--- config.mk ---
export PLATFORM = sky130hd
export DESIGN_NAME = execute_stage_flat
export DESIGN_NICKNAME = d
export VERILOG_FILES = /design/src/rtl/execute_stage_if.sv /design/src/rtl/execute_stage.sv /design/src/flat_wrapper.sv
export SDC_FILE = /design/constraint.sdc
export NUM_CORES = 1
export LEC_CHECK = 0
export ABC_CLOCK_PERIOD_IN_PS = 9500
export BUFFER_PORTS_ARGS = -buffer_cell sky130_fd_sc_hd__buf_2
export CORE_MARGIN = 1.5
export CORE_UTILIZATION = 30
export CTS_CLUSTER_SIZE = 25
export DETAILED_ROUTE_END_ITERATION = 8
export PLACE_DENSITY = 0.54
export SETUP_SLACK_MARGIN = 0.02
export SKIP_LAST_GASP = 1
export SLEW_MARGIN = 40
export SYNTH_ARGS = -nofsm -noshare
export SYNTH_HDL_FRONTEND = slang
export SYNTH_SLANG_ARGS = --single-unit
--- constraint.sdc ---
create_clock -name clk -period 9.5 [get_ports clk]
set_clock_uncertainty 0.05 [all_clocks]
set_input_delay 0.475 -clock clk [delete_from_list [all_inputs] [get_ports clk]]
set_output_delay 0.475 -clock clk [all_outputs]
set_load 0.01 [all_outputs]
--- src/rtl/execute_stage_if.sv ---
`default_nettype none
// ============================================================================
// Module   : execute_stage_if
// Purpose  : Signal bundle between the decode-side driver, the execute stage
//            and the memory stage: E-stage operands and pipeline control in,
//            forwarding taps, the E->M register and condition codes out.
// Revision : 1.0 - initial release
// ============================================================================
interface execute_stage_if;
    // Instruction currently in the execute stage
    logic [2:0]  E_stat;
    logic [3:0]  E_icode;
    logic [3:0]  E_ifun;
    logic [63:0] E_valA;
    logic [63:0] E_valB;
    logic [63:0] E_valC;
    logic [3:0]  E_dstE;
    logic [3:0]  E_dstM;

    // Pipeline control
    logic        set_cc_en;
    logic        M_stall;
    logic        M_bubble;

    // Combinational forwarding / branch taps
    logic [63:0] e_valE;
    logic [3:0]  e_dstE;
    logic        e_cnd;

    // E->M pipeline register
    logic [2:0]  M_stat;
    logic [3:0]  M_icode;
    logic        M_cnd;
    logic [63:0] M_valE;
    logic [63:0] M_valA;
    logic [3:0]  M_dstE;
    logic [3:0]  M_dstM;

    // Condition codes {ZF,SF,OF}
    logic [2:0]  cc_out;

    // Upstream pipeline / environment side
    modport master (
        output E_stat, E_icode, E_ifun, E_valA, E_valB, E_valC, E_dstE, E_dstM,
        output set_cc_en, M_stall, M_bubble,
        input  e_valE, e_dstE, e_cnd,
        input  M_stat, M_icode, M_cnd, M_valE, M_valA, M_dstE, M_dstM,
        input  cc_out
    );

    // Execute stage side
    modport slave (
        input  E_stat, E_icode, E_ifun, E_valA, E_valB, E_valC, E_dstE, E_dstM,
        input  set_cc_en, M_stall, M_bubble,
        output e_valE, e_dstE, e_cnd,
        output M_stat, M_icode, M_cnd, M_valE, M_valA, M_dstE, M_dstM,
        output cc_out
    );
endinterface
`default_nettype wire

--- src/rtl/execute_stage.sv ---
`default_nettype none
// ============================================================================
// Module   : execute_stage
// Purpose  : Y86-64 execute stage. ALU for valE, jump/cmov condition against
//            the condition codes, CC update on OPq and the E->M register.
// Revision : 1.0 - initial release
// ============================================================================
module execute_stage (
    input  wire logic        clk,
    input  wire logic        rst,
    execute_stage_if.slave   bus
);
    localparam logic [3:0] c_ICODE_NOP    = 4'h1;
    localparam logic [3:0] c_ICODE_CMOV   = 4'h2;
    localparam logic [3:0] c_ICODE_IRMOV  = 4'h3;
    localparam logic [3:0] c_ICODE_RMMOV  = 4'h4;
    localparam logic [3:0] c_ICODE_MRMOV  = 4'h5;
    localparam logic [3:0] c_ICODE_OPQ    = 4'h6;
    localparam logic [3:0] c_ICODE_JXX    = 4'h7;
    localparam logic [3:0] c_ICODE_CALL   = 4'h8;
    localparam logic [3:0] c_ICODE_RET    = 4'h9;
    localparam logic [3:0] c_ICODE_PUSH   = 4'hA;
    localparam logic [3:0] c_ICODE_POP    = 4'hB;
    localparam logic [3:0] c_REG_NONE     = 4'hF;
    localparam logic [2:0] c_STAT_AOK     = 3'd1;
    localparam logic [2:0] c_CC_RESET     = 3'b100;

    // ------------------------------------------------------------------
    // Combinational datapath signals
    // ------------------------------------------------------------------
    logic [63:0] w_alu_a;
    logic [63:0] w_alu_b;
    logic [63:0] w_val_e;
    logic        w_zf;
    logic        w_sf;
    logic        w_of;
    logic        w_cnd;
    logic [3:0]  w_dst_e;

    // Condition-code register
    logic [2:0]  cc_d;
    logic [2:0]  cc_q;

    // E->M register
    logic [2:0]  m_stat_d,  m_stat_q;
    logic [3:0]  m_icode_d, m_icode_q;
    logic        m_cnd_d,   m_cnd_q;
    logic [63:0] m_val_e_d, m_val_e_q;
    logic [63:0] m_val_a_d, m_val_a_q;
    logic [3:0]  m_dst_e_d, m_dst_e_q;
    logic [3:0]  m_dst_m_d, m_dst_m_q;

    // ALU operand selection and result; non-OPq icodes always add
    always_comb begin
        w_alu_a = 64'd0;
        w_alu_b = 64'd0;
        w_val_e = 64'd0;
        w_zf    = 1'b0;
        w_sf    = 1'b0;
        w_of    = 1'b0;
        case (bus.E_icode)
            c_ICODE_CMOV: begin
                w_alu_a = bus.E_valA;
                w_val_e = w_alu_a;
            end
            c_ICODE_IRMOV: begin
                w_alu_a = bus.E_valC;
                w_val_e = w_alu_a;
            end
            c_ICODE_RMMOV, c_ICODE_MRMOV: begin
                w_alu_a = bus.E_valC;
                w_alu_b = bus.E_valB;
                w_val_e = w_alu_b + w_alu_a;
            end
            c_ICODE_OPQ: begin
                w_alu_a = bus.E_valA;
                w_alu_b = bus.E_valB;
                case (bus.E_ifun)
                    4'h0: begin
                        w_val_e = w_alu_b + w_alu_a;
                        w_of    = (w_alu_a[63] == w_alu_b[63]) && (w_val_e[63] != w_alu_b[63]);
                    end
                    4'h1: begin
                        w_val_e = w_alu_b - w_alu_a;
                        w_of    = (w_alu_a[63] != w_alu_b[63]) && (w_val_e[63] != w_alu_b[63]);
                    end
                    4'h2:    w_val_e = w_alu_b & w_alu_a;
                    4'h3:    w_val_e = w_alu_b ^ w_alu_a;
                    default: w_val_e = 64'd0;
                endcase
                w_zf = (w_val_e == 64'd0);
                w_sf = w_val_e[63];
            end
            c_ICODE_CALL, c_ICODE_PUSH: begin
                w_alu_a = 64'hFFFF_FFFF_FFFF_FFF8;
                w_alu_b = bus.E_valB;
                w_val_e = w_alu_b + w_alu_a;
            end
            c_ICODE_RET, c_ICODE_POP: begin
                w_alu_a = 64'd8;
                w_alu_b = bus.E_valB;
                w_val_e = w_alu_b + w_alu_a;
            end
            default: w_val_e = 64'd0;
        endcase
    end

    // Branch / cmov condition from the pre-update flags {ZF,SF,OF}
    always_comb begin
        w_cnd = 1'b1;
        if (bus.E_icode == c_ICODE_CMOV || bus.E_icode == c_ICODE_JXX) begin
            case (bus.E_ifun)
                4'h0:    w_cnd = 1'b1;
                4'h1:    w_cnd = (cc_q[1] ^ cc_q[0]) | cc_q[2];
                4'h2:    w_cnd = cc_q[1] ^ cc_q[0];
                4'h3:    w_cnd = cc_q[2];
                4'h4:    w_cnd = ~cc_q[2];
                4'h5:    w_cnd = ~(cc_q[1] ^ cc_q[0]);
                4'h6:    w_cnd = ~(cc_q[1] ^ cc_q[0]) & ~cc_q[2];
                default: w_cnd = 1'b0;
            endcase
        end
        w_dst_e = bus.E_dstE;
        if (bus.E_icode == c_ICODE_CMOV && !w_cnd) begin
            w_dst_e = c_REG_NONE;
        end
    end

    // CC next state: only valid OPq with permission and no stall writes flags
    always_comb begin
        cc_d = cc_q;
        if (bus.E_icode == c_ICODE_OPQ && bus.E_ifun <= 4'h3 &&
            bus.set_cc_en && !bus.M_stall) begin
            cc_d = {w_zf, w_sf, w_of};
        end
    end

    // E->M next state: bubble beats stall, stall holds, otherwise load
    always_comb begin
        m_stat_d  = m_stat_q;
        m_icode_d = m_icode_q;
        m_cnd_d   = m_cnd_q;
        m_val_e_d = m_val_e_q;
        m_val_a_d = m_val_a_q;
        m_dst_e_d = m_dst_e_q;
        m_dst_m_d = m_dst_m_q;
        if (bus.M_bubble) begin
            m_stat_d  = c_STAT_AOK;
            m_icode_d = c_ICODE_NOP;
            m_cnd_d   = 1'b0;
            m_val_e_d = 64'd0;
            m_val_a_d = 64'd0;
            m_dst_e_d = c_REG_NONE;
            m_dst_m_d = c_REG_NONE;
        end else if (!bus.M_stall) begin
            m_stat_d  = bus.E_stat;
            m_icode_d = bus.E_icode;
            m_cnd_d   = w_cnd;
            m_val_e_d = w_val_e;
            m_val_a_d = bus.E_valA;
            m_dst_e_d = w_dst_e;
            m_dst_m_d = bus.E_dstM;
        end
    end

    // State registers with synchronous reset to the bubble / initial CC value
    always_ff @(posedge clk) begin
        if (rst) begin
            cc_q      <= c_CC_RESET;
            m_stat_q  <= c_STAT_AOK;
            m_icode_q <= c_ICODE_NOP;
            m_cnd_q   <= 1'b0;
            m_val_e_q <= 64'd0;
            m_val_a_q <= 64'd0;
            m_dst_e_q <= c_REG_NONE;
            m_dst_m_q <= c_REG_NONE;
        end else begin
            cc_q      <= cc_d;
            m_stat_q  <= m_stat_d;
            m_icode_q <= m_icode_d;
            m_cnd_q   <= m_cnd_d;
            m_val_e_q <= m_val_e_d;
            m_val_a_q <= m_val_a_d;
            m_dst_e_q <= m_dst_e_d;
            m_dst_m_q <= m_dst_m_d;
        end
    end

    assign bus.e_valE  = w_val_e;
    assign bus.e_dstE  = w_dst_e;
    assign bus.e_cnd   = w_cnd;
    assign bus.M_stat  = m_stat_q;
    assign bus.M_icode = m_icode_q;
    assign bus.M_cnd   = m_cnd_q;
    assign bus.M_valE  = m_val_e_q;
    assign bus.M_valA  = m_val_a_q;
    assign bus.M_dstE  = m_dst_e_q;
    assign bus.M_dstM  = m_dst_m_q;
    assign bus.cc_out  = cc_q;

endmodule
`default_nettype wire

--- src/flat_wrapper.sv ---
// flat-port wrapper written by rule: the top's interface ports become plain ports
module execute_stage_flat 
  (clk, rst, bus_E_stat, bus_E_icode, bus_E_ifun, bus_E_valA, bus_E_valB, bus_E_valC, bus_E_dstE, bus_E_dstM, bus_set_cc_en, bus_M_stall, bus_M_bubble, bus_e_valE, bus_e_dstE, bus_e_cnd, bus_M_stat, bus_M_icode, bus_M_cnd, bus_M_valE, bus_M_valA, bus_M_dstE, bus_M_dstM, bus_cc_out);
  execute_stage_if bus_i ();
  input  wire logic clk;
  input  wire logic rst;
  input wire logic [$bits(bus_i.E_stat)-1:0] bus_E_stat;
  input wire logic [$bits(bus_i.E_icode)-1:0] bus_E_icode;
  input wire logic [$bits(bus_i.E_ifun)-1:0] bus_E_ifun;
  input wire logic [$bits(bus_i.E_valA)-1:0] bus_E_valA;
  input wire logic [$bits(bus_i.E_valB)-1:0] bus_E_valB;
  input wire logic [$bits(bus_i.E_valC)-1:0] bus_E_valC;
  input wire logic [$bits(bus_i.E_dstE)-1:0] bus_E_dstE;
  input wire logic [$bits(bus_i.E_dstM)-1:0] bus_E_dstM;
  input wire logic [$bits(bus_i.set_cc_en)-1:0] bus_set_cc_en;
  input wire logic [$bits(bus_i.M_stall)-1:0] bus_M_stall;
  input wire logic [$bits(bus_i.M_bubble)-1:0] bus_M_bubble;
  output wire logic [$bits(bus_i.e_valE)-1:0] bus_e_valE;
  output wire logic [$bits(bus_i.e_dstE)-1:0] bus_e_dstE;
  output wire logic [$bits(bus_i.e_cnd)-1:0] bus_e_cnd;
  output wire logic [$bits(bus_i.M_stat)-1:0] bus_M_stat;
  output wire logic [$bits(bus_i.M_icode)-1:0] bus_M_icode;
  output wire logic [$bits(bus_i.M_cnd)-1:0] bus_M_cnd;
  output wire logic [$bits(bus_i.M_valE)-1:0] bus_M_valE;
  output wire logic [$bits(bus_i.M_valA)-1:0] bus_M_valA;
  output wire logic [$bits(bus_i.M_dstE)-1:0] bus_M_dstE;
  output wire logic [$bits(bus_i.M_dstM)-1:0] bus_M_dstM;
  output wire logic [$bits(bus_i.cc_out)-1:0] bus_cc_out;
  assign bus_i.E_stat = bus_E_stat;
  assign bus_i.E_icode = bus_E_icode;
  assign bus_i.E_ifun = bus_E_ifun;
  assign bus_i.E_valA = bus_E_valA;
  assign bus_i.E_valB = bus_E_valB;
  assign bus_i.E_valC = bus_E_valC;
  assign bus_i.E_dstE = bus_E_dstE;
  assign bus_i.E_dstM = bus_E_dstM;
  assign bus_i.set_cc_en = bus_set_cc_en;
  assign bus_i.M_stall = bus_M_stall;
  assign bus_i.M_bubble = bus_M_bubble;
  assign bus_e_valE = bus_i.e_valE;
  assign bus_e_dstE = bus_i.e_dstE;
  assign bus_e_cnd = bus_i.e_cnd;
  assign bus_M_stat = bus_i.M_stat;
  assign bus_M_icode = bus_i.M_icode;
  assign bus_M_cnd = bus_i.M_cnd;
  assign bus_M_valE = bus_i.M_valE;
  assign bus_M_valA = bus_i.M_valA;
  assign bus_M_dstE = bus_i.M_dstE;
  assign bus_M_dstM = bus_i.M_dstM;
  assign bus_cc_out = bus_i.cc_out;
  execute_stage u_core (.clk(clk), .rst(rst), .bus(bus_i));
endmodule
-- Word-level counts from Yosys, hierarchy flattened
Cells that the tools add are included.
- flip-flop bits (word level): 147
- input bits: 216
- output and inout port bits: 216
- $add $sub $neg: 5
- $lt $le $gt $ge: 1
- eq/ne operators: 20
- mux-type cells: 10
- bitwise logic cells: 7
- reductions and logical operators: 15
- operators by type and width (operator ; count):
    one-hot mux 64 bit (6 select lines) ; 1
    one-hot mux 64 bit (4 select lines) ; 1
    adder 64 bit ; 2
    adder 64 x 4 -> 64 bit, second input constant ; 1
    adder 64 bit, second input constant ; 1
    AND 64 bit ; 1
    zero test 64 bit ; 1
    2-to-1 mux 64 bit ; 1
    subtractor 64 bit ; 1
    XOR 64 bit ; 1
    == test 4 x 3 -> 1 bit, second input constant ; 7
    == test 4 x 2 -> 1 bit, second input constant ; 4
    == test 4 bit, second input constant ; 4
    OR reduction 2 bit ; 4
    one-hot mux 1 bit (7 select lines) ; 1
    logical AND 1 bit ; 6
    == test 4 x 1 -> 1 bit, second input constant ; 1
    <= comparator 4 x 2 -> 1 bit, second input constant ; 1
    zero test 4 bit ; 1
    2-to-1 mux 1 bit ; 4
    2-to-1 mux 4 bit ; 1
    != test 1 bit ; 3
    zero test 1 bit ; 2
    NOT 1 bit ; 2
    6 further kinds ; 6

-- Depth between registers and ports, before layout
- word-level depth: 8
- depth in mapped cells: 20
- gate-level depth less buffers: 16

-- Least setup slack after synthesis
No wires, ideal clock.
- path type: input -> output
- start point: input bus_E_icode[2]
- end point: output bus_e_valE[63]
- data arrival time: 5.718 ns
- required time: 8.975 ns
- setup slack: 3.257 ns
- cell stages on the path: 18
- buffers on the path: 3
- cells stage by stage: clkbuf_1 nor2b_1 clkbuf_1 clkbuf_1 nand2_1 fa_1 a21oi_1 o21ai_0 a21oi_1 o2bb2ai_1 a21oi_1 nor4_1 a211oi_1 o41ai_2 a2111oi_0 o21bai_1 xnor2_1 o2111ai_1
- word-level cells in the longest chain between the ends: 3
- elaborated cells between the ends (all ways): 13
- those cells by class: eq/ne: 9; mux: 1; reduce/logical: 3
- RTL lines (what ; line ; source):
    start, declared ; flat_wrapper.sv:8 ; input wire logic [$bits(bus_i.E_icode)-1:0] bus_E_icode;
    == test 4 bit / == test 4 x 3 -> 1 bit (equally long branches) ; execute_stage.sv:61 ; case (bus.E_icode)
    OR reduction 2 bit ; execute_stage.sv:61 ;
    one-hot mux 64 bit (6 select lines) (*) ; execute_stage.sv:61 ;
    end, declared ; flat_wrapper.sv:18 ; output wire logic [$bits(bus_i.e_valE)-1:0] bus_e_valE;
Mark *: on every way between the ends. The rest lies on a longest branch, timed or not.

-- Final worst setup path
Same ends and word-level chain as after synthesis.

==> flow_summary.yaml <==
pwr:
  vdd_ir_drop_max_mv: 0.150
  intPower_mw: 1.65
  combPwrFrac: 0.560
  switching_share: 0.481
  p_sw_mw: 1.53
  clkPwrFrac: 0.236
  leakage_nw: 12.5
  p_total_mw: 3.17
  p_per_area_nw_per_um2: 111
  p_seq_frac: 0.204
routing:
  postRouteAntennaNets: 0
  wl_per_cell_um: 27.2
  num_vias: 31450
  drt_iter0_drc: 4127
  routed_wl_mm: 135
  viasPerCell: 6.32
  dr.pass1.iters: 9
  drc: 5
setup_path:
  crit_required_ns: 8.98
  cp.arrival_ns: 5.91
  path_class: "in2out"
  end_kind: "output port"
  critPathMaxFanout: 50
  r2r_start: "u_core.bus.cc_out[1]"
  cp.buffers_inverters: 4
  startpoint: "bus_E_icode[2]"
  reg2reg_depth: 9
  slowest_delay_ns: 0.83
  critPathLaunchType: "input port"
  cp_num_cells: 17
  r2r_setup_slack_ns: 7.04
  crit_slowest_cell: "o41ai_2"
  cp_top_family: "compound AO/OA/AOI/OAI gates"
  path_cells: "buf_2, nor2b_4, nand2_2, buf_4, ha_1, nand3_1, o2bb2ai_1, a21oi_1, nor4_1, a211oi_1, buf_4, o41ai_2, a2111oi_0, o21bai_1, xnor2_1, o2111ai_1, buf_2"
timing:
  hold_viol: 0
  rsz0062_at_grt: "no"
  fin_tns_setup_ns: 0
  drv_slew: 0
  whs_ns: 0.142
  finalSetupViolCount: 0
  worst_slew_pin_slew_ns: 0.943
  fin_crit_sh: 0.677
  setup_slack_ns: 3.06
  slew_headroom: 0.366
  fmax_mhz: 155
  period_needed_ns: 6.44
clocking:
  cts_buffers: 17
  cts_sinks: 147
  htreeDepth: 4
  clkTransAtPathRegs_ns: 0.06
  cts_resized: 0
  postCtsHoldBufs: 0
  clkLatencyLatePin_ns: 0.52
  cts_max_path_buffers: 2
  cts-root-buf: "clkbuf_16"
  cts_tree: "yes"
  post_cts_buffers: 0
synthesis:
  synthesis.area_um2: 25000
  synth_top_flop_cell: "dfxtp_1"
  synth_edf_count: 0
  synthCells: 3622
  syn_avg_cell_area_um2: 6.90
  synth.yosys.seq_area_share: 0.118
  async_flop_share: 0
  ys_types: 105
  ys_seq_elements: 147
  syn_nets: 4092
  ys.warnings.count: 0
hold_path:
  min_path_cells: 3
  min_from: "bus_E_dstM[3]"
  hold_path_class: "in2reg"
die:
  start_util: 0.304
  dieHeight_um: 292
  io_pins: 432
  die_area_um2: 85000
  die-width_um: 292
  row_count: 105
  core-area_um2: 82200
global_route:
  grt_pass1_vias: 28397
  grt_max_degree: 65
  grt_usage: 0.303
  grt_pass1_wl_mm: 195
  antenna_found_initial: 9
  gr-total-overflow: 0
run_status:
  status: "finished, violations left"
  violations: "DRC"
place:
  gp_congestion: 1.03
  pre_cts_slack_ns: 3.35
  placed_cells: 4939
  hpwl_mm: 109
  portBuffers: 431
layout:
  fin_cells: 4978
  n_fill_cell: 8988
  drive_above_1_share: 0.152
  fin_nets: 4358
  multiInputGateArea_um2: 20700
  synthToLayoutAreaGrowth_pct: 14.8
  ff_latch_area_um2: 2940
job:
  cap_violations: 0
## cells by family (layout without fill, tap and decap cells)
kind of cell | after synthesis | in the layout | share of synthesized area
AO/OA/AOI/OAI | 1381 | 1381 | 0.371
AND/OR/NAND/NOR | 1183 | 1183 | 0.225
buffers and inverters | 402 | 681 | 0.0610
adder cells (fa/ha/maj) | 254 | 254 | 0.128
flip-flops | 147 | 147 | 0.118
multiplexers | 132 | 132 | 0.0536
XOR/XNOR | 123 | 123 | 0.0431
other | 0 | 7 | 0
## sequential cells by signal, summed over array words and instances (netlist names)
register,flops
u_core.bus.M_cnd,1
u_core.bus.M_dstE,4
u_core.bus.M_dstM,4
u_core.bus.M_icode,4
u_core.bus.M_stat,3
u_core.bus.M_valA,64
u_core.bus.M_valE,64
u_core.bus.cc_out,3
## worst min-delay path: stages
cell and delay, ns:
buf_2 0.07, mux2i_1 0.05, nand2_1 0.06
## final timing paths
kind	end
worst max-delay path	bus_e_valE[63]
worst min register to register	u_core.bus.M_valE[13]
worst max register to register	u_core.bus.M_dstE[2]
worst min-delay path	u_core.bus.M_dstM[3]
## layout make-up
class,instances,share of cell area
flip-flops and latches,147,0.103
inverters,181,0.0237
clock inverters,12,0.00545
repair buffers,468,0.0852
well taps,1070,0.0467
multi-input cells,3073,0.720
clock buffers,20,0.0156
diodes,7,0.000611
## metrics by stage
step,util,cell area [um2]
floorplan,-,25000
global placement,0.340,28000
finish,0.349,28700
CTS,0.348,28600
global route,0.349,28700
detailed placement,0.341,28000
## cell usage after synthesis, drive strengths merged (62+ instances only)
cell	instances	area (um2)
a21oi	381	1910
ha	250	3130
clkbuf	194	728
nor2	354	1330
xnor2	79	692
a21o	110	826
mux2i	127	1270
nand3	82	410
inv	177	664
o21ai	239	1200
o21bai	62	465
nand2	343	1290
a31oi	64	407
dfxtp	147	2940
nand4	71	444
o31ai	64	485
## layout by cell type (no fill, tap or decap), drive strengths merged, types with 15 or more instances in the layout
master,Yosys,layout
clkbuf,194,20
o31ai,64,64
ha,250,250
o221ai,28,28
a31oi,64,64
xor2,44,44
nand3,82,82
nand2b,36,36
and2,24,24
o21a,38,38
a21oi,381,381
o21bai,62,62
nor4,44,44
xnor2,79,79
nor2,354,354
a211o,15,15
buf,27,468
or3,23,23
nand2,343,343
a22oi,25,25
nor3,57,57
nand4,71,71
o21ai,239,239
a222oi,49,49
mux2i,127,127
nor2b,36,36
a21o,110,110
o211ai,57,57
a221oi,24,24
and4,18,18
a221o,15,15
dfxtp,147,147
a211oi,52,52
and3,40,40
inv,177,178
## routing by layer
layer / track usage / vias to the layer above / part of all wire
met3: 0.0693 / 230 / 0.11
met5: 0 / - / 0.00025
met2: 0.446 / 1925 / 0.42
li1: - / 14170 / -
met4: 0.0898 / 6 / 0.030
met1: 0.433 / 15119 / 0.44
## power groups by stage
| stage | sequential (mW) | clock (mW) | combinational [mW] |
|---|---|---|---|
| 3_5_place_dp | 0.662 | 0 | 1.70 |
| 3_3_place_gp | 0.661 | 0 | 1.71 |
| 2_1_floorplan | 0.671 | 0 | 1.08 |
| 4_1_cts | 0.648 | 0.760 | 1.71 |
| 6_report | 0.649 | 0.749 | 1.78 |
| 5_1_grt | 0.651 | 0.779 | 1.88 |
(Power assumes the default switching activity.)
